### config.mk
export PLATFORM = sky130hd
export DESIGN_NAME = uart_interface
export DESIGN_NICKNAME = d
export VERILOG_FILES = /design/src/rtl/uart_pkg.sv /design/src/rtl/uart_rx_core.sv /design/src/rtl/uart_interface.sv
export SDC_FILE = /design/constraint.sdc
export NUM_CORES = 1
export LEC_CHECK = 0
export ABC_CLOCK_PERIOD_IN_PS = 2600
export BUFFER_PORTS_ARGS = -buffer_cell sky130_fd_sc_hd__buf_2
export CORE_ASPECT_RATIO = 2
export CORE_MARGIN = 3
export CORE_UTILIZATION = 45
export DETAILED_ROUTE_END_ITERATION = 10
export HOLD_SLACK_MARGIN = 0.12
export PLACE_DENSITY = 0.64
export SLEW_MARGIN = 20
export SYNTH_ARGS = -nofsm -noshare
export SYNTH_HDL_FRONTEND = slang
export SYNTH_HIERARCHICAL = 1
export SYNTH_SLANG_ARGS = --single-unit
### constraint.sdc
create_clock -name clk -period 2.6 [get_ports clk]
set_input_delay 0.13 -clock clk [delete_from_list [all_inputs] [get_ports clk]]
set_output_delay 0.13 -clock clk [all_outputs]
set_load 0.01 [all_outputs]
### src/rtl/uart_pkg.sv
// uart_pkg: shared types, constants and helpers for the uart_interface transceiver.
package uart_pkg;

  localparam int   UART_DATA_BITS  = 8;
  localparam logic UART_IDLE_LEVEL = 1'b1;

  typedef enum logic [2:0] {
    TX_IDLE,
    TX_START,
    TX_DATA,
    TX_PARITY,
    TX_STOP
  } tx_state_t;

  typedef enum logic [2:0] {
    RX_IDLE,
    RX_START,
    RX_DATA,
    RX_PARITY,
    RX_STOP,
    RX_WAIT_IDLE
  } rx_state_t;

  // Bit period in system clocks (truncating division).
  function automatic int calc_clks_per_bit(input int clock_rate, input int baud_rate);
    return clock_rate / baud_rate;
  endfunction

  // Parity bit that makes data+parity hold an even (mode 0) or odd (mode 1) number of ones.
  function automatic logic calc_parity(input logic [UART_DATA_BITS-1:0] data, input logic mode);
    return (^data) ^ mode;
  endfunction

endpackage

### src/rtl/uart_rx_core.sv
// uart_rx_core: receive FSM with mid-bit sampling, optional parity check and
// framing-error recovery. rx_line must already be synchronous to clk.
module uart_rx_core
  import uart_pkg::*;
#(
  parameter int CLKS_PER_BIT = 16
) (
  input  logic                      clk,
  input  logic                      rst,
  input  logic                      rx_line,
  input  logic                      parity_en,
  input  logic                      parity_mode,
  output logic [UART_DATA_BITS-1:0] rx_data,
  output logic                      rx_ready,
  output logic                      parity_error
);

  localparam int                CNT_W         = $clog2(CLKS_PER_BIT);
  localparam logic [CNT_W-1:0]  CNT_LAST      = CNT_W'(CLKS_PER_BIT - 1);
  localparam logic [CNT_W-1:0]  CNT_HALF_LAST = CNT_W'(CLKS_PER_BIT / 2 - 1);
  localparam logic [2:0]        BIT_LAST      = 3'(UART_DATA_BITS - 1);

  rx_state_t                 state_reg, state_next;
  logic [CNT_W-1:0]          cnt_reg, cnt_next;
  logic [2:0]                bit_idx_reg, bit_idx_next;
  logic [UART_DATA_BITS-1:0] shift_reg, shift_next;
  logic [UART_DATA_BITS-1:0] data_reg, data_next;
  logic                      prev_reg;
  logic                      pen_reg, pen_next;
  logic                      pmode_reg, pmode_next;
  logic                      par_bit_reg, par_bit_next;
  logic                      ready_reg, ready_next;
  logic                      perr_reg, perr_next;
  logic                      cnt_last;

  assign cnt_last = (cnt_reg == CNT_LAST);

  // State and datapath registers; prev_reg tracks the line for falling-edge detection.
  always_ff @(posedge clk or posedge rst) begin
    if (rst) begin
      state_reg   <= RX_IDLE;
      cnt_reg     <= '0;
      bit_idx_reg <= '0;
      shift_reg   <= '0;
      data_reg    <= '0;
      prev_reg    <= UART_IDLE_LEVEL;
      pen_reg     <= 1'b0;
      pmode_reg   <= 1'b0;
      par_bit_reg <= 1'b0;
      ready_reg   <= 1'b0;
      perr_reg    <= 1'b0;
    end else begin
      state_reg   <= state_next;
      cnt_reg     <= cnt_next;
      bit_idx_reg <= bit_idx_next;
      shift_reg   <= shift_next;
      data_reg    <= data_next;
      prev_reg    <= rx_line;
      pen_reg     <= pen_next;
      pmode_reg   <= pmode_next;
      par_bit_reg <= par_bit_next;
      ready_reg   <= ready_next;
      perr_reg    <= perr_next;
    end
  end

  // Next-state logic: half-bit start confirmation, then one sample per bit period.
  always_comb begin
    state_next   = state_reg;
    cnt_next     = cnt_reg + 1'b1;
    bit_idx_next = bit_idx_reg;
    shift_next   = shift_reg;
    data_next    = data_reg;
    pen_next     = pen_reg;
    pmode_next   = pmode_reg;
    par_bit_next = par_bit_reg;
    ready_next   = 1'b0;
    perr_next    = perr_reg;
    case (state_reg)
      RX_IDLE: begin
        cnt_next = '0;
        if (prev_reg && !rx_line) state_next = RX_START;
      end
      RX_START: begin
        if (cnt_reg == CNT_HALF_LAST) begin
          cnt_next = '0;
          if (rx_line) begin
            // Line came back high: glitch, not a start bit.
            state_next = RX_IDLE;
          end else begin
            state_next   = RX_DATA;
            bit_idx_next = '0;
            pen_next     = parity_en;
            pmode_next   = parity_mode;
          end
        end
      end
      RX_DATA: begin
        if (cnt_last) begin
          cnt_next   = '0;
          shift_next = {rx_line, shift_reg[UART_DATA_BITS-1:1]};
          if (bit_idx_reg == BIT_LAST) state_next = pen_reg ? RX_PARITY : RX_STOP;
          else                         bit_idx_next = bit_idx_reg + 1'b1;
        end
      end
      RX_PARITY: begin
        if (cnt_last) begin
          cnt_next     = '0;
          par_bit_next = rx_line;
          state_next   = RX_STOP;
        end
      end
      RX_STOP: begin
        if (cnt_last) begin
          cnt_next = '0;
          if (rx_line) begin
            data_next  = shift_reg;
            ready_next = 1'b1;
            perr_next  = pen_reg & (par_bit_reg != calc_parity(shift_reg, pmode_reg));
            state_next = RX_IDLE;
          end else begin
            // Framing error: drop the byte and wait for the line to recover.
            state_next = RX_WAIT_IDLE;
          end
        end
      end
      RX_WAIT_IDLE: begin
        cnt_next = '0;
        if (rx_line) state_next = RX_IDLE;
      end
      default: begin
        cnt_next   = '0;
        state_next = RX_IDLE;
      end
    endcase
  end

  assign rx_data      = data_reg;
  assign rx_ready     = ready_reg;
  assign parity_error = perr_reg;

endmodule

### src/rtl/uart_interface.sv
// uart_interface: full-duplex 8N1 / 8E1 / 8O1 UART. TX FSM, loopback mux and
// optional RX synchronizer live here; the receiver is uart_rx_core.
// Build option: define UART_RX_SYNC_EN to pass the selected RX line through a
// 2-flop synchronizer (adds 2 cycles of RX latency).
// CLKS_PER_BIT = CLOCK_RATE / BAUD_RATE must be at least 4.
// Note: rst_n is active-HIGH despite its name.
module uart_interface
  import uart_pkg::*;
#(
  parameter int CLOCK_RATE = 200_000_000,
  parameter int BAUD_RATE  = 9600
) (
  input  logic                      clk,
  input  logic                      rst_n,
  input  logic                      tx_start,
  input  logic [UART_DATA_BITS-1:0] tx_data_in,
  input  logic                      rx_serial_in,
  input  logic                      db_rx_serial_in,
  input  logic                      parity_en,
  input  logic                      parity_mode,
  output logic                      tx_serial_out,
  output logic                      tx_busy,
  output logic [UART_DATA_BITS-1:0] rx_data_out,
  output logic                      rx_ready,
  output logic                      parity_error
);

  localparam int               CLKS_PER_BIT = calc_clks_per_bit(CLOCK_RATE, BAUD_RATE);
  localparam int               CNT_W        = $clog2(CLKS_PER_BIT);
  localparam logic [CNT_W-1:0] CNT_LAST     = CNT_W'(CLKS_PER_BIT - 1);
  localparam logic [2:0]       BIT_LAST     = 3'(UART_DATA_BITS - 1);

  tx_state_t                 tx_state_reg, tx_state_next;
  logic [CNT_W-1:0]          tx_cnt_reg, tx_cnt_next;
  logic [2:0]                tx_bit_idx_reg, tx_bit_idx_next;
  logic [UART_DATA_BITS-1:0] tx_data_reg, tx_data_next;
  logic                      tx_pen_reg, tx_pen_next;
  logic                      tx_par_reg, tx_par_next;
  logic                      tx_line_reg, tx_line_next;
  logic                      tx_start_d_reg;
  logic                      tx_accept;
  logic                      tx_cnt_last;
  logic                      rx_sel;
  logic                      rx_line;

  assign tx_accept   = tx_start & ~tx_start_d_reg & (tx_state_reg == TX_IDLE);
  assign tx_cnt_last = (tx_cnt_reg == CNT_LAST);

  // TX registers; the serial line itself is registered so the pin is glitch-free.
  always_ff @(posedge clk or posedge rst_n) begin
    if (rst_n) begin
      tx_state_reg   <= TX_IDLE;
      tx_cnt_reg     <= '0;
      tx_bit_idx_reg <= '0;
      tx_data_reg    <= '0;
      tx_pen_reg     <= 1'b0;
      tx_par_reg     <= 1'b0;
      tx_line_reg    <= UART_IDLE_LEVEL;
      tx_start_d_reg <= 1'b0;
    end else begin
      tx_state_reg   <= tx_state_next;
      tx_cnt_reg     <= tx_cnt_next;
      tx_bit_idx_reg <= tx_bit_idx_next;
      tx_data_reg    <= tx_data_next;
      tx_pen_reg     <= tx_pen_next;
      tx_par_reg     <= tx_par_next;
      tx_line_reg    <= tx_line_next;
      tx_start_d_reg <= tx_start;
    end
  end

  // TX next-state logic; the wire level is derived from the state being entered
  // so the start bit appears the cycle after acceptance.
  always_comb begin
    tx_state_next   = tx_state_reg;
    tx_cnt_next     = tx_cnt_reg + 1'b1;
    tx_bit_idx_next = tx_bit_idx_reg;
    tx_data_next    = tx_data_reg;
    tx_pen_next     = tx_pen_reg;
    tx_par_next     = tx_par_reg;
    tx_line_next    = UART_IDLE_LEVEL;
    case (tx_state_reg)
      TX_IDLE: begin
        tx_cnt_next = '0;
        if (tx_accept) begin
          tx_state_next = TX_START;
          tx_data_next  = tx_data_in;
          tx_pen_next   = parity_en;
          tx_par_next   = calc_parity(tx_data_in, parity_mode);
        end
      end
      TX_START: begin
        if (tx_cnt_last) begin
          tx_cnt_next     = '0;
          tx_bit_idx_next = '0;
          tx_state_next   = TX_DATA;
        end
      end
      TX_DATA: begin
        if (tx_cnt_last) begin
          tx_cnt_next = '0;
          if (tx_bit_idx_reg == BIT_LAST) tx_state_next = tx_pen_reg ? TX_PARITY : TX_STOP;
          else                            tx_bit_idx_next = tx_bit_idx_reg + 1'b1;
        end
      end
      TX_PARITY: begin
        if (tx_cnt_last) begin
          tx_cnt_next   = '0;
          tx_state_next = TX_STOP;
        end
      end
      TX_STOP: begin
        if (tx_cnt_last) begin
          tx_cnt_next   = '0;
          tx_state_next = TX_IDLE;
        end
      end
      default: begin
        tx_cnt_next   = '0;
        tx_state_next = TX_IDLE;
      end
    endcase

    case (tx_state_next)
      TX_START:  tx_line_next = 1'b0;
      TX_DATA:   tx_line_next = tx_data_next[tx_bit_idx_next];
      TX_PARITY: tx_line_next = tx_par_next;
      default:   tx_line_next = UART_IDLE_LEVEL;
    endcase
  end

  assign tx_serial_out = tx_line_reg;
  assign tx_busy       = (tx_state_reg != TX_IDLE);

  // Debug loopback feeds the receiver from our own TX pin.
  assign rx_sel = db_rx_serial_in ? tx_line_reg : rx_serial_in;

`ifdef UART_RX_SYNC_EN
  logic [1:0] rx_sync_reg;

  // Two-flop synchronizer for the asynchronous RX pin, idling high.
  always_ff @(posedge clk or posedge rst_n) begin
    if (rst_n) rx_sync_reg <= {2{UART_IDLE_LEVEL}};
    else       rx_sync_reg <= {rx_sync_reg[0], rx_sel};
  end

  assign rx_line = rx_sync_reg[1];
`else
  assign rx_line = rx_sel;
`endif

  uart_rx_core #(
    .CLKS_PER_BIT(CLKS_PER_BIT)
  ) u_rx_core (
    .clk         (clk),
    .rst         (rst_n),
    .rx_line     (rx_line),
    .parity_en   (parity_en),
    .parity_mode (parity_mode),
    .rx_data     (rx_data_out),
    .rx_ready    (rx_ready),
    .parity_error(parity_error)
  );

endmodule

# After elaboration in Yosys (flattened, before gate mapping)
# Cells that the tools add are included.
[totals]
ff_bits = 76
input_bits = 15
output_inout_bits = 12
wordCells = 119
[op_classes]
add_sub_neg = 4
order_cmp = 1
eq_ne = 27
muxes = 44
bitwise_logic = 7
n_reduce_logical = 17
[ops]
columns = ["operator", "n"]
rows = [
  ["3-bit two-way mux", 23],
  ["15-bit two-way mux", 4],
  ["15-bit by 1-bit adder with 15-bit output (second input constant)", 2],
  ["15-bit == test (second input constant)", 2],
  ["15-bit case mux with 2 select lines", 1],
  ["3-bit by 2-bit == test with 1-bit output (second input constant)", 6],
  ["3-bit case mux with 6 select lines", 1],
  ["8-bit two-way mux", 2],
  ["8-bit XOR reduction", 2],
  ["15-bit by 14-bit == test with 1-bit output (second input constant)", 1],
  ["3-bit == test (second input constant)", 5],
  ["3-bit case mux with 5 select lines", 1],
  ["2-bit by 1-bit inequality test with 1-bit output (second input constant)", 7],
  ["3-bit case mux with 2 select lines", 2],
  ["3-bit by 1-bit == test with 1-bit output (second input constant)", 3],
  ["1-bit two-way mux", 7],
  ["7-bit AND reduction", 1],
  ["3-bit by 1-bit adder with 3-bit output (second input constant)", 2],
  ["3-bit zero test", 2],
  ["2-bit AND reduction", 3],
  ["3-bit AND reduction", 2],
  ["5-bit AND reduction", 1],
  ["3-bit by 4-bit < comparator with 1-bit output (second input constant)", 1],
  ["2-bit inequality test (second input constant)", 2],
  ["13 further kinds", 17],
]

# Longest topological paths before layout
# Gate-level depths: netlist of run 1.
[logic_depth]
word_depth = 8
mapped_depth = 11
depth_no_buf = 10

# By module
# Netlist of run 1, hierarchy kept.
[by_module_without_submodules]
columns = ["module", "n_inst", "cells_each", "area_per_inst_um2"]
rows = [
  ["uart_rx_core", 1, 183, 2168.3],
  ["uart_interface", 1, 170, 1764.2],
]

# Worst setup path after synthesis of run 1
# No wires, ideal clock.
[synth_path]
kind = "reg2reg"
from = "register tx_cnt_reg[2]"
to = "register tx_line_reg, in the netlist tx_serial_out"
t_arrival_ps = 2616
required_time_ps = 2512
path_slack_ps = -104
stages_incl_launch_ff = 8
path_buffers = 0
synth_period_minus_slack_ps = 2704
path_cell_list = "dfrtp_1 > or4_1 > or4_4 > or3_1 > a22o_1 > mux2_4 > o2bb2a_4 > a31oi_1"
[synth_via]
elab_chain_cells = 6
[synth_rtl]
columns = ["element", "line", "source"]
rows = [
  ["start: declaration", "uart_interface.sv:34", "logic [CNT_W-1:0] tx_cnt_reg, tx_cnt_next;"],
  ["start signal: assignment", "uart_interface.sv:62", "tx_cnt_reg <= tx_cnt_next;"],
  ["15-bit == test (*)", "uart_interface.sv:47", "assign tx_cnt_last = (tx_cnt_reg == CNT_LAST);"],
  ["3-bit two-way mux, on equally long branches", "uart_interface.sv:100, uart_interface.sv:93", ""],
  ["3-bit case mux with 2 select lines (*)", "uart_interface.sv:82", "case (tx_state_reg)"],
  ["via tx_bit_idx_next[0]", "uart_interface.sv:35", "logic [2:0] tx_bit_idx_reg, tx_bit_idx_next;"],
  ["1-bit binary-select mux with 3-bit select (*)", "uart_interface.sv:126", "TX_DATA: tx_line_next = tx_data_next[tx_bit_idx_next];"],
  ["1-bit two-way mux (not written as such) (*)", "uart_interface.sv:126", ""],
  ["1-bit case mux with 3 select lines (*)", "uart_interface.sv:124", "case (tx_state_next)"],
  ["via tx_line_next", "uart_interface.sv:39", "logic tx_line_reg, tx_line_next;"],
  ["end signal: assignment", "uart_interface.sv:67", "tx_line_reg <= tx_line_next;"],
  ["end: declaration", "uart_interface.sv:39", ""],
]
# Mark *: on every way through the listed nets, which the timed path passes. The rest lies on a longest branch. The select of a mux whose other input is x is not followed.
# A chain may end at the register's enable or synchronous reset.

# Worst setup path in the final report of run 1
[layout_path]
from = "register tx_cnt_reg[1]"
to = "register tx_line_reg, in the netlist tx_serial_out"
# Same word-level chain as after synthesis.

==> out/metrics.yaml, run 1 <==
die_area_um2: 9964
hold_path.class: "in -> reg"
ff2ff_path_depth: 9
synth_edf_count: 0
synth_ff_type: "dfrtp_1"
chipWidth_um: 72.10
syn_area_per_cell_um2: 11.14
place.gp.congestion: 0.8202
setup-violations-final: 1
htree_num_levels: 3
drt_iter0_drc: 87
cts_setup_buffers: 0
syn_to_final_growth_pct: 21.00
cts-buffers-inserted: 9
drc_errors: 0
design.core.area_um2: 8409
tns_ns: -0.2080
status: "finished with violations"
r2r_end: "tx_serial_out"
rsz0062_at_grt: "yes"
fp.dieH_um: 138.2
slew_headroom: 0.6082
first_global_vias: 2940
layout-drive-gt1-share: 0.2727
grt_pass1_wl_um: 13600
vias: 2825
cts_tree: "done"
cts_root_buffer: "clkbuf_16"
fmax_ghz: 0.3561
antenna_found_initial: 0
drv_slew: 0
criticalPathCategory: "reg -> reg"
synth_cells: 353
r2r_setup_slack_ns: -0.21
finalCritPeriodShare: 1.080
worst_slack_ns: -0.2080
diodes: 0
clockBufferDepth: 2
overflow: 0
yosysUniqueCellTypes: 57
start_kind: "flip-flop"
p_per_area_nw_per_um2: 662.3
filler_cell_count: 745
synthArstFlopShare: 1.000
synth_warnings: 6
io_buffers: 26
skew_ns: 0.009791
final_core_util: 0.5658
clkSinkCount: 76
fin_crit_ns: 2.808
fin_nets: 435
drv_cap: 0
crit_fanout: 6
reg2reg_from: "tx_cnt_reg[1]"
worstPathArrival_ns: 3.06
dr.pass1.iters: 4
clk_pin_slew_ns: 0.06
ios: 27
initial_core_util: 0.4676
hold_viol: 0
synth.net_count: 375
wl_per_cell_um: 15.26
grt_max_degree: 44
worst_pin_slew_ns: 0.5823
dp_slack_ns: -0.1961
startpoint: "tx_cnt_reg[1]"
endpoint_kind: "flip-flop"
leakagePower_nw: 2.202
yosysSeqAreaShare: 0.4843
crit_required_ns: 2.85
wirelength_um: 7876
failed_checks: "setup timing"
drtAntennaViolNets: 0
synth_seq_cells: 76
clkLatencyLatePin_ns: 0.33
dp_hpwl_um: 5732
rows: 47
grt_usage: 0.1729
netlist_area_um2: 3933
setup.worst_path.end: "tx_serial_out"
via_per_inst: 5.475
vdd_drop_max_mv: 0.3893
critical path, stage by stage (launching register included):
cell      delay (ns)
dfrtp_1         0.41
inv_1           0.08
ha_1            0.13
or4bb_1         0.39
or4_4           0.53
or3_4           0.38
a22o_4          0.26
mux2_4          0.31
o2bb2a_4        0.19
a31oi_1         0.06
cells in the mapped netlist, types with 2 or more instances:
library cell	instances	area, um2
a211oi_1	2	15.01
a21boi_0	2	15.01
a21oi_1	8	40.04
a31o_2	2	17.52
a31oi_1	3	18.77
and2_1	2	12.51
and3_1	5	31.28
and4b_1	2	20.02
buf_2	3	15.01
buf_6	2	22.52
clkbuf_1	6	22.52
dfrtp_1	74	1852
dfstp_2	2	52.55
ha_1	7	87.58
inv_1	16	60.06
mux2_2	24	270.3
mux2_4	9	135.1
mux2i_1	5	50.05
nand2_1	18	67.56
nand2b_1	2	12.51
nand3_1	11	55.05
nand4_1	8	50.05
nor2_1	38	142.6
nor2b_1	5	31.28
nor3_1	2	10.01
nor3b_1	3	22.52
nor4_1	3	18.77
nor4b_1	2	17.52
nor4bb_1	3	30.03
o21ai_0	14	70.07
or3_1	6	37.54
or3b_1	2	17.52
or4_4	2	22.52
or4bb_1	2	22.52
xnor2_1	18	157.7
xor2_1	19	166.4
cell type report:
type                            count  area, um2  area share
Tap cell                           98      122.6     0.02577
Timing Repair Buffer               61      426.7     0.08967
Clock inverter                      6      111.4     0.02340
Inverter                           16      60.06     0.01262
Sequential cell                    76       1904      0.4002
Multi-Input combinational cell    249       1904      0.4002
Clock buffer                       10      229.0     0.04812
cell families (layout without fill, tap and decap cells):
logic type | Yosys count | after routing | share of synthesized area
multiplexers | 38 | 38 | 0.1158
buffers and inverters | 28 | 93 | 0.03563
XOR/XNOR | 38 | 38 | 0.08813
AND/OR/NAND/NOR | 123 | 123 | 0.1763
AO/OA/AOI/OAI | 43 | 43 | 0.07764
adder cells (fa/ha/maj) | 7 | 7 | 0.02227
flip-flops | 76 | 76 | 0.4843
power by group:
group	total (mW)	switching, mW	internal [mW]
registers	1.31	0.0726	1.24
clock network	1.42	0.478	0.939
logic	0.423	0.228	0.195
worst min path at each step:
stage                       startpoint                 end  slack (ns)  cells past startpoint
after floorplan               tx_start      tx_start_d_reg        0.16                      0
after global placement        tx_start      tx_start_d_reg        0.25                      1
after detailed placement         rst_n      tx_cnt_reg[12]        0.26                      3
after CTS                 rx_serial_in  u_rx_core/prev_reg        0.23                      2
after global routing      rx_serial_in  u_rx_core/prev_reg        0.25                      2
final                     rx_serial_in  u_rx_core/prev_reg        0.24                      2
stage by stage:
stage	power (mW)	hold slack, ns	cells	area (um2)
after CTS	3.203	0.2317	516	4750
after detailed placement	1.752	0.2580	488	4287
after global routing	3.317	0.2479	516	4758
after global placement	1.734	0.2506	488	4287
after floorplan	1.654	0.1614	353	3941
final	3.152	0.2426	516	4758
layer usage:
layer  wire length (um)  vias to the layer above  global-route usage  share of wire
met5                  0                        -                   0              0
met4                237                        0             0.08722          0.030
met3                149                       20             0.03997          0.019
met2               4510                       41              0.3040           0.57
met1               2978                     1396              0.1870           0.38
li1                   -                     1368                   -              -
repair_timing:
action	CTS	global route
hold buffers	12	0
hold endpoints to repair	86	0
endpoints found under the setup margin	1	1
gates resized for setup	2	2
pin swaps	0	1
cell usage in the layout, fill, tap and decap left out, types with 7 or more instances in the layout:
cell type	Yosys	layout
dfrtp_1	74	74
nor2_1	38	38
buf_2	3	26
mux2_2	24	24
buf_4	0	22
xor2_1	19	19
xnor2_1	18	18
nand2_1	18	17
inv_1	16	16
o21ai_0	14	14
dlygate4sd3_1	0	12
nand3_1	11	11
mux2_4	9	9
clkbuf_16	0	9
nand4_1	8	8
a21oi_1	8	8
ha_1	7	7
(Power assumes the default switching activity.)
==> run 2, diff against run 1 <==
- CORE_MARGIN: 3 -> unset
==> out/metrics.yaml, run 2 (same netlist as run 1, synthesis figures left out) <==
drv_slew: 0  # unchanged
mostFrequentLayoutCells: "dfrtp_1, nor2_1, buf_4"
clkLatencyLatePin_ns: 0.33  # about the same
drt_iter0_drc: 154  # +77%
grt_max_degree: 34  # -23%
layout-drive-gt1-share: 0.2915  # +0.01874
antenna_found_initial: 0  # unchanged
clk_pin_slew_ns: 0.06  # about the same
final_common_cell: "dfrtp_1"
dp_hpwl_um: 6020  # +5.0%
reg2reg_from: "tx_cnt_reg[0]"
r2r_setup_slack_ns: -0.21  # about the same
place.gp.congestion: 0.7582  # -7.6%
setup.worst_path.end: "tx_serial_out"
endpoint_kind: "flip-flop"
io_buffers: 26  # unchanged
fp.dieH_um: 134.2  # -2.9%
p_total_mw: 3.060  # -2.9%
drv_cap: 0  # unchanged
cts_tree: "done"
start_kind: "flip-flop"
overflow: 0  # unchanged
vdd_drop_max_mv: 0.3907  # +0.37%
syn_to_final_growth_pct: 21.41
worst_pin_slew_ns: 0.9711  # +0.3888 ns
criticalPathCategory: "reg -> reg"
first_global_vias: 2970  # +1.0%
fin_crit_ns: 2.810  # +0.001823 ns
rows: 47  # unchanged
crit_required_ns: 2.85  # about the same
cts_root_buffer: "clkbuf_16"
wl_per_cell_um: 15.66  # +2.6%
ff2ff_path_depth: 9  # unchanged
dr.pass1.iters: 4  # unchanged
p_per_area_nw_per_um2: 640.9  # -3.2%
via_per_inst: 5.417  # -1.1%
skew_ns: 0.006004  # -0.003787 ns
wirelength_um: 8145  # +3.4%
design.core.area_um2: 8351  # -0.70%
cts-buffers-inserted: 9  # unchanged
rsz0062_at_grt: "yes"
leakagePower_nw: 2.225  # +1.0%
ios: 27  # unchanged
filler_cell_count: 742  # -0.40%
grt_usage: 0.2038  # +0.03086
crit_fanout: 6  # unchanged
drtAntennaViolNets: 0  # unchanged
finalCritPeriodShare: 1.081  # about the same
r2r_end: "tx_serial_out"
clkSinkCount: 76  # unchanged
startpoint: "tx_cnt_reg[0]"
hold_path.class: "in -> reg"
die_area_um2: 9139  # -8.3%
setup-violations-final: 1  # unchanged
status: "finished with violations"
slew_headroom: 0.3519  # -0.2563
fmax_ghz: 0.3559  # about the same
htree_num_levels: 3  # unchanged
worst_slack_ns: -0.2098  # -0.001823 ns
initial_core_util: 0.4709  # +0.003293
fin_nets: 439  # +0.92%
vias: 2817  # -0.28%
grt_pass1_wl_um: 13530  # -0.51%
fin_hold_ws_ns: 0.1449  # -0.09769 ns
worstPathArrival_ns: 3.06  # about the same
hold_viol: 0  # unchanged
drc_errors: 0  # unchanged
chipWidth_um: 68.10  # -5.5%
diodes: 0  # unchanged
failed_checks: "setup timing"
clockBufferDepth: 2  # unchanged
run 2: changes by cell type in the layout (fill, tap and decap cells not counted), moves of 2 or more:
| cell | change |
|---|---|
| clkinv_2 | +2 |
| dlygate4sd3_1 | -2 |
| buf_4 | +6 |
| o21ai_1 | +2 |
| o21ai_0 | -2 |
run 2: layout make-up:
| class | count | area, um2 | share of cell area |
|---|---|---|---|
| Timing Repair Buffer | 65 | 451.7 | 0.09460 |
| Clock buffer | 11 | 242.7 | 0.05084 |
| Inverter | 16 | 60.06 | 0.01258 |
| Sequential cell | 76 | 1904 | 0.3988 |
| Clock inverter | 5 | 75.07 | 0.01572 |
| Tap cell | 98 | 122.6 | 0.02568 |
| Multi-Input combinational cell | 249 | 1918 | 0.4017 |
run 2: worst min path at each step:
stage	startpoint	depth (start not counted)	endpoint	slack, ns
2_1_floorplan	tx_start	0	tx_start_d_reg	0.16
3_3_place_gp	rst_n	3	tx_state_reg[0]	0.25
3_5_place_dp	rst_n	3	tx_state_reg[0]	0.25
4_1_cts	tx_data_in[0]	2	tx_data_reg[0]	0.14
5_1_grt	tx_data_in[6]	2	tx_data_reg[6]	0.14
6_report	tx_data_in[6]	2	tx_data_reg[6]	0.14
run 2: worst max-delay path, stage by stage, from the launching register on:
cell and delay (ns):
dfrtp_1 0.38, inv_1 0.06, ha_1 0.12, or4bb_1 0.40, or4_4 0.59, or3_4 0.35, a22o_4 0.26, mux2_4 0.31
o2bb2a_4 0.18, a31oi_1 0.08
run 2: per-stage QoR:
step	TNS, ns	util	std cells	setup WS, ns	cell area, um2
2_1_floorplan	-0.1030	-	353	-0.1030	3941
3_3_place_gp	-0.1324	0.5160	491	-0.1324	4309
3_5_place_dp	-0.1863	0.5160	491	-0.1863	4309
4_1_cts	-0.1865	0.5686	519	-0.1865	4748
5_1_grt	-0.2775	0.5718	520	-0.2775	4775
6_report	-0.2098	0.5718	520	-0.2098	4775
run 2: layer usage:
layer | global-route usage | routed length [um]
met5 | 0 | 0
met4 | 0.09491 | 218
met3 | 0.04847 | 202
met2 | 0.3796 | 4819
met1 | 0.1963 | 2904
run 2: repair_timing:
item,4_1_cts,5_1_grt
endpoints found under the hold margin,65,0
hold buffers,10,0
setup buffers,2,1
gates resized for setup,3,6
endpoints found under the setup margin,1,1
pin swaps,4,5
run 2: report_power, final:
part	switching [mW]	internal, mW
logic	0.233	0.194
registers	0.0721	1.24
clock network	0.461	0.861
